===== src/rtl/mem_arbiter.sv =====
// -----------------------------------------------------------------------------
// mem_arbiter
//
// Shares one single-ported, byte-wide unified instruction/data memory between
// the fetch stage and the memory stage of a Y86 pipeline. A fetch
// (IF_BYTES bytes), a data read or a data write (DM_BYTES bytes) is broken
// into one memory access per cycle. Multi-byte values are big-endian: the
// byte at the lowest address is the most significant one.
//
// Ports
//   clk        clock, all state updates on the rising edge
//   rst        asynchronous, active-low reset
//   if_req     fetch request, held high until if_done
//   if_addr    fetch base address
//   if_inst    fetched bytes, byte at if_addr in the top byte
//   if_done    one-cycle fetch completion pulse
//   dm_req     data request, held high until dm_done
//   dm_we      1 = write, 0 = read
//   dm_addr    data base address
//   dm_wdata   write data, top byte goes to dm_addr
//   dm_rdata   read data, byte at dm_addr in the top byte
//   dm_done    one-cycle data completion pulse
//   mem_en     memory access strobe
//   mem_we     memory write strobe (qualified by mem_en)
//   mem_addr   memory byte address
//   mem_wdata  memory write byte
//   mem_rdata  memory read byte, valid the cycle after a read strobe
//   busy       high whenever a transaction is in progress
// -----------------------------------------------------------------------------
module mem_arbiter #(
  parameter int IF_BYTES = 6,
  parameter int DM_BYTES = 4,
  parameter int ADDR_W   = 32
) (
  input  logic                  clk,
  input  logic                  rst,
  input  logic                  if_req,
  input  logic [ADDR_W-1:0]     if_addr,
  output logic [8*IF_BYTES-1:0] if_inst,
  output logic                  if_done,
  input  logic                  dm_req,
  input  logic                  dm_we,
  input  logic [ADDR_W-1:0]     dm_addr,
  input  logic [8*DM_BYTES-1:0] dm_wdata,
  output logic [8*DM_BYTES-1:0] dm_rdata,
  output logic                  dm_done,
  output logic                  mem_en,
  output logic                  mem_we,
  output logic [ADDR_W-1:0]     mem_addr,
  output logic [7:0]            mem_wdata,
  input  logic [7:0]            mem_rdata,
  output logic                  busy
);

  localparam int BUF_W = 8 * IF_BYTES;
  localparam int DW    = 8 * DM_BYTES;
  // Counter must reach IF_BYTES (the extra capture-only cycle of a fetch).
  localparam int CNT_W = $clog2(IF_BYTES + 1);

  localparam logic [CNT_W-1:0] CNT_ONE = CNT_W'(1);
  localparam logic [CNT_W-1:0] IF_LAST = CNT_W'(IF_BYTES);
  localparam logic [CNT_W-1:0] DM_LAST = CNT_W'(DM_BYTES);
  localparam logic [CNT_W-1:0] WR_LAST = CNT_W'(DM_BYTES - 1);

  typedef enum logic [2:0] {
    IDLE  = 3'd0,
    IF_RD = 3'd1,
    DM_RD = 3'd2,
    DM_WR = 3'd3,
    RESP  = 3'd4
  } state_e;

  typedef enum logic {
    GNT_FETCH = 1'b0,
    GNT_DATA  = 1'b1
  } grant_e;

  state_e              state_q,      state_d;
  grant_e              last_grant_q, last_grant_d;
  logic                we_q,         we_d;
  logic [ADDR_W-1:0]   base_q,       base_d;
  logic [DW-1:0]       wdata_q,      wdata_d;
  logic [CNT_W-1:0]    cnt_q,        cnt_d;
  logic [BUF_W-1:0]    rd_buf_q,     rd_buf_d;
  logic [BUF_W-1:0]    if_inst_q,    if_inst_d;
  logic [DW-1:0]       dm_rdata_q,   dm_rdata_d;
  logic                if_done_q,    if_done_d;
  logic                dm_done_q,    dm_done_d;
  logic                mem_en_q,     mem_en_d;
  logic                mem_we_q,     mem_we_d;
  logic [ADDR_W-1:0]   mem_addr_q,   mem_addr_d;
  logic [7:0]          mem_wdata_q,  mem_wdata_d;
  logic                busy_q,       busy_d;

  logic                grant_data_s;
  logic [CNT_W-1:0]    rd_last_s;
  logic [CNT_W-1:0]    cnt_inc_s;
  logic [ADDR_W-1:0]   addr_next_s;

  // Next-state, datapath and registered-output logic for the access FSM.
  always_comb begin
    state_d      = state_q;
    last_grant_d = last_grant_q;
    we_d         = we_q;
    base_d       = base_q;
    wdata_d      = wdata_q;
    cnt_d        = cnt_q;
    rd_buf_d     = rd_buf_q;
    if_inst_d    = if_inst_q;
    dm_rdata_d   = dm_rdata_q;
    if_done_d    = 1'b0;
    dm_done_d    = 1'b0;
    mem_en_d     = 1'b0;
    mem_we_d     = 1'b0;
    mem_addr_d   = '0;
    mem_wdata_d  = 8'h00;
    grant_data_s = 1'b0;
    rd_last_s    = IF_LAST;
    cnt_inc_s    = cnt_q + CNT_ONE;
    // Address of the byte issued in the next cycle; wraps modulo 2^ADDR_W.
    addr_next_s  = base_q + ADDR_W'(cnt_inc_s);

    case (state_q)
      IDLE: begin
        // On a tie the port that did not win last time gets the memory.
        if (if_req && dm_req) begin
          grant_data_s = (last_grant_q == GNT_FETCH);
        end else begin
          grant_data_s = dm_req;
        end

        if (if_req || dm_req) begin
          // Byte 0 is issued in the first cycle of the new state.
          cnt_d    = '0;
          rd_buf_d = '0;
          mem_en_d = 1'b1;
          if (grant_data_s) begin
            last_grant_d = GNT_DATA;
            we_d         = dm_we;
            base_d       = dm_addr;
            mem_addr_d   = dm_addr;
            // Only the bytes still to be written are kept, MSB-aligned.
            wdata_d      = {dm_wdata[DW-9:0], 8'h00};
            if (dm_we) begin
              state_d     = DM_WR;
              mem_we_d    = 1'b1;
              mem_wdata_d = dm_wdata[DW-1 -: 8];
            end else begin
              state_d     = DM_RD;
            end
          end else begin
            last_grant_d = GNT_FETCH;
            we_d         = 1'b0;
            base_d       = if_addr;
            mem_addr_d   = if_addr;
            state_d      = IF_RD;
          end
        end else begin
          state_d = IDLE;
        end
      end

      IF_RD, DM_RD: begin
        if (state_q == DM_RD) begin
          rd_last_s = DM_LAST;
        end else begin
          rd_last_s = IF_LAST;
        end

        // Read data lags the strobe by a cycle; shifting in from the bottom
        // leaves the first (lowest-address) byte most significant.
        if (cnt_q != '0) begin
          rd_buf_d = {rd_buf_q[BUF_W-9:0], mem_rdata};
        end else begin
          rd_buf_d = rd_buf_q;
        end

        if (cnt_q == rd_last_s) begin
          state_d = RESP;
        end else begin
          cnt_d = cnt_inc_s;
          if (cnt_inc_s != rd_last_s) begin
            mem_en_d   = 1'b1;
            mem_addr_d = addr_next_s;
          end else begin
            mem_en_d   = 1'b0;
          end
        end
      end

      DM_WR: begin
        if (cnt_q == WR_LAST) begin
          state_d = RESP;
        end else begin
          cnt_d       = cnt_inc_s;
          mem_en_d    = 1'b1;
          mem_we_d    = 1'b1;
          mem_addr_d  = addr_next_s;
          mem_wdata_d = wdata_q[DW-1 -: 8];
          wdata_d     = {wdata_q[DW-9:0], 8'h00};
        end
      end

      RESP: begin
        state_d = IDLE;
        // Results become visible together with the done pulse.
        if (last_grant_q == GNT_FETCH) begin
          if_done_d = 1'b1;
          if_inst_d = rd_buf_q;
        end else begin
          dm_done_d = 1'b1;
          if (!we_q) begin
            dm_rdata_d = rd_buf_q[DW-1:0];
          end else begin
            dm_rdata_d = dm_rdata_q;
          end
        end
      end

      default: begin
        state_d = IDLE;
      end
    endcase

    busy_d = (state_d != IDLE);
  end

  // State and output registers; reset aborts any transaction immediately.
  always_ff @(posedge clk or negedge rst) begin
    if (!rst) begin
      state_q      <= IDLE;
      last_grant_q <= GNT_FETCH;
      we_q         <= 1'b0;
      base_q       <= '0;
      wdata_q      <= '0;
      cnt_q        <= '0;
      rd_buf_q     <= '0;
      if_inst_q    <= '0;
      dm_rdata_q   <= '0;
      if_done_q    <= 1'b0;
      dm_done_q    <= 1'b0;
      mem_en_q     <= 1'b0;
      mem_we_q     <= 1'b0;
      mem_addr_q   <= '0;
      mem_wdata_q  <= 8'h00;
      busy_q       <= 1'b0;
    end else begin
      state_q      <= state_d;
      last_grant_q <= last_grant_d;
      we_q         <= we_d;
      base_q       <= base_d;
      wdata_q      <= wdata_d;
      cnt_q        <= cnt_d;
      rd_buf_q     <= rd_buf_d;
      if_inst_q    <= if_inst_d;
      dm_rdata_q   <= dm_rdata_d;
      if_done_q    <= if_done_d;
      dm_done_q    <= dm_done_d;
      mem_en_q     <= mem_en_d;
      mem_we_q     <= mem_we_d;
      mem_addr_q   <= mem_addr_d;
      mem_wdata_q  <= mem_wdata_d;
      busy_q       <= busy_d;
    end
  end

  assign if_inst   = if_inst_q;
  assign if_done   = if_done_q;
  assign dm_rdata  = dm_rdata_q;
  assign dm_done   = dm_done_q;
  assign mem_en    = mem_en_q;
  assign mem_we    = mem_we_q;
  assign mem_addr  = mem_addr_q;
  assign mem_wdata = mem_wdata_q;
  assign busy      = busy_q;

endmodule


===== config.mk =====
export PLATFORM = sky130hd
export DESIGN_NAME = mem_arbiter
export DESIGN_NICKNAME = d
export VERILOG_FILES = /design/src/rtl/mem_arbiter.sv
export SDC_FILE = /design/constraint.sdc
export NUM_CORES = 1
export LEC_CHECK = 0
export ABC_CLOCK_PERIOD_IN_PS = 4200
export CORE_MARGIN = 5
export CORE_UTILIZATION = 54
export DETAILED_ROUTE_END_ITERATION = 10
export PLACE_DENSITY = 0.85
export SYNTH_ARGS = -nofsm -noshare
export SYNTH_HDL_FRONTEND = slang
export SYNTH_SLANG_ARGS = --single-unit

===== constraint.sdc =====
create_clock -name clk -period 4.2 [get_ports clk]
set_clock_uncertainty 0.15 [all_clocks]
set_input_delay 0.42 -clock clk [delete_from_list [all_inputs] [get_ports clk]]
set_output_delay 0.42 -clock clk [all_outputs]
set_load 0.005 [all_outputs]

==> impl_results.md <==
* Clock share of power at 0.221
* Seq cells post-synth at 237
* I/O pin total at ~230
* Largest area contributor in the netlist: dfrtp_1
* Final standard cell count with taps included and fillers excluded at 1,341
* GRT overflow at 0
* Initial antenna violation count at 0
* Post-CTS Setup Bufs at 0
* Class of the most critical setup path: reg -> reg
* Number of inserted filler cells in the final layout at between 1k and 1.5k
* Number of DRC violations after detailed routing at 0
* Hold Vio Cnt, Final at 0
* Result of the run: finished clean
* Number of levels the H-tree was split into at 1
* Sw Pwr at 3430 uW
* Final setup TNS at 0 ps
* Drt wl/cell at approximately 18 um
* Max stage delay cell, worst path: a21oi_2
* Max-slew violation count at 0
* Critical path capture point type: flip-flop
* Category of the worst setup path launch point: flip-flop
* Area after detailed placement at 0.0126 mm2
* Cell Pwr Density at roughly 700 mW/mm2
* Post-synth cell types at between 50 and 60
* DIE AREA at 0.0216 mm2
* Post-cts gate resize count at 0
* Post-DR vias/cell at roughly 5.5
* Clock tree from TritonCTS: built
* Number of warnings reported in the yosys synthesis log at 0
* Tcrit/Tclk final at 0.655
* Final Core Density at 0.723
* Post-Synthesis Cells at between 800 and 900
* Family with the most delay on the worst path: adder cells
* Largest net degree at the start of global routing at 127
* Most common library cell in the layout ignoring fill and taps: dfrtp_1
* Clk pin slew, worst setup/hold paths at 60 ps
* Maximum Capacitance Violations at 0
* Routed wire length at 24,200 um
* Post-route cell area at 0.0134 mm2
* Kind of path behind the tightest hold check: in -> reg
* Cell internal pwr at 5870 uW
* Initial DRT Pass Iterations at 4
* Sequential cell fraction of total power at 0.402
* FMAX at between 300 and 400 MHz
* Static leakage at roughly 0.0059 uW
* Synthesized netlist net count at 990
* Final weighted congestion in routability-driven placement at 0.863
* Setup repair after global routing missed its margin: false
* Delay contributed by the slowest stage of the critical path at about 500 ps
* Root Buffer Master: clkbuf_16
* Data arrival time of the critical path at 2940 ps
* Required time of the critical path at 4390 ps
* Final setup vio count at 0
* Layout cells sized above 1 at 0.143
* Number of global-route vias before repair at 7,409
* Average instance area after synthesis at 11.6 um2
* Uppermost metal layer occupied by signal nets: met4
* Synthesis-to-finish area growth at 32.3%
* Sequential-to-total area share from yosys stat at 0.584
* Cell Area, Synth at 0.0102 mm2
* Vert. Die Dim at 147 um
* Number of vias in the routed layout at 7,329
* Worst vdd ir at 0.000679 V
* Final worst path period need at 2750 ps
* Most used cell, CP: ha_1
* Count of input and output buffers at 233
* Met2 wire length at approximately 12,000 um
* Skew-Pair Late Insertion Delay at 500 ps
* Worst slew pin tran at 1020 ps
* Number of standard-cell rows in the floorplan at 50
* Cells after DPL at ~1.3k
* Routed length on met1 at 9860 um
* CTS buffer count at 24
* Total Power Consumption at roughly 9300 uW
* Critical path, cell by cell: ha_1 -> ha_1 -> inv_1 -> ha_1 -> nand3_1 -> a21oi_2 -> and3_2 -> xnor2_1 -> o22ai_1
* Detailed placement HPWL at ~17,000 um
* Clock sink count at 237
* Relative slew slack at 0.321
* Maximum buffer depth of the clock tree at 3
* Final antenna-violating net count at 0
* Global-route wire length before repair at 39,100 um
* Die span in x at 147 um
* Aggregate global-route resource usage at 0.220
* CP bufs+invs at 1
* Proportion of power drawn by combinational gates at 0.377
* Highest fanout seen on the critical path at 10
* Net Sw Frac at 0.369
* Top area cells in the synthesized netlist: dfrtp_1, mux2_2, nand2_1, mux2i_1, o21ai_0
* Starting Density at 0.546
* First-iteration detailed-routing DRC count at about 380
* Highest-count cells in the layout ignoring fill and taps: dfrtp_1, clkdlybuf4s50_1, nand2_1, o21ai_0, mux2_2
* WL met3 at ~1200 um
* Fraction of synthesized cell area taken by the top area cell type at 0.584
* Antenna cell count at 0
* Core area at 0.0186 mm2
* Final #Nets at 1,205
-- flip-flops by register name, summed over array words and instances (netlist names), 3 cells and up --
register / flops
base_q: 32
cnt_q: 3
dm_rdata: 32
if_inst: 48
mem_addr: 32
mem_wdata: 8
rd_buf_q: 48
state_q: 3
wdata_q: 24
-- worst reg2reg max path, stage by stage (launching register included) --
cell and delay [ps]:
dfrtp_1 440, ha_1 220, ha_1 310, inv_1 50
ha_1 330, nand3_1 120, a21oi_2 500, and3_2 280
xnor2_1 110, o22ai_1 90
-- layout make-up --
cell class | count | area (um2) | area share
well taps | 234 | 293 | 0.0218
multi-input cells | 576 | 3980 | 0.296
inverters | 6 | 22.5 | 0.00168
flip-flops and latches | 237 | 5930 | 0.442
clock inverters | 5 | 25.0 | 0.00186
clock buffers | 39 | 748 | 0.0557
repair buffers | 244 | 2430 | 0.181
-- cells by family after synthesis --
group | after synthesis | share of synthesized area
buf+inv | 61 | 0.0299
compound gates | 161 | 0.0918
simple gates | 244 | 0.117
flops | 237 | 0.584
mux | 132 | 0.140
fa+ha+maj | 7 | 0.00937
xor+xnor | 32 | 0.0276
-- cells in the mapped netlist (all sizes together) --
cell type / instances
xnor2: 16
buf: 26
mux2i: 50
nand3: 13
and2: 2
nand2b: 2
and3b: 1
dfrtp: 237
mux2: 82
o21ai: 112
xor2: 16
o21a: 1
ha: 6
a21boi: 1
a32oi: 1
fa: 1
and4: 3
or2: 2
nor2b: 1
nor4bb: 1
nor2: 12
o22ai: 30
or3: 1
and3: 6
nand4: 11
nor3: 6
a22o: 10
nor4: 8
clkbuf: 29
a21oi: 4
nand3b: 2
or3b: 2
a21o: 2
nand2: 171
inv: 6
-- power groups by stage --
stage | Combinational [uW] | Clock (uW) | Sequential [uW]
after floorplan | 2270 | 0 | 3580
after global placement | 3390 | 0 | 3720
after detailed placement | 3500 | 0 | 3770
after CTS | 3550 | 2100 | 3740
after global routing | 3870 | 2200 | 3840
final | 3510 | 2060 | 3740
-- metrics by stage --
step                setup slack (ps)  hold WS, ps
floorplan                       1790        -25.6
global placement                1510          311
detailed placement              1430          320
CTS                             1450          307
global route                    1300          310
finish                          1450          319
-- routing by layer --
layer / global-route usage / vias to the layer above
met4: 0.0671 / 0
met3: 0.0336 / 44
met5: 0 / -
met2: 0.388 / 213
li1: - / 3458
met1: 0.281 / 3614
-- worst paths after layout --
check / from / endpoint / slack [ps] / cells past startpoint
max: cnt_q[0] / mem_addr[11] / 1450 / 9
min: dm_wdata[3] / wdata_q[11] / 320 / 3
max reg2reg: cnt_q[0] / mem_addr[11] / 1450 / 9
min reg2reg: wdata_q[27] / wdata_q[27] / 330 / 2
max in group asynchronous: rst / rd_buf_q[5] / 2470 / 3
min in group asynchronous: rst / if_inst[44] / 430 / 2
-- timing repair --
action                                  CTS  global route
endpoints found under the hold margin   123             0
hold buffers                              1             0
endpoints found under the setup margin    0             0
(Power assumes the default switching activity.)
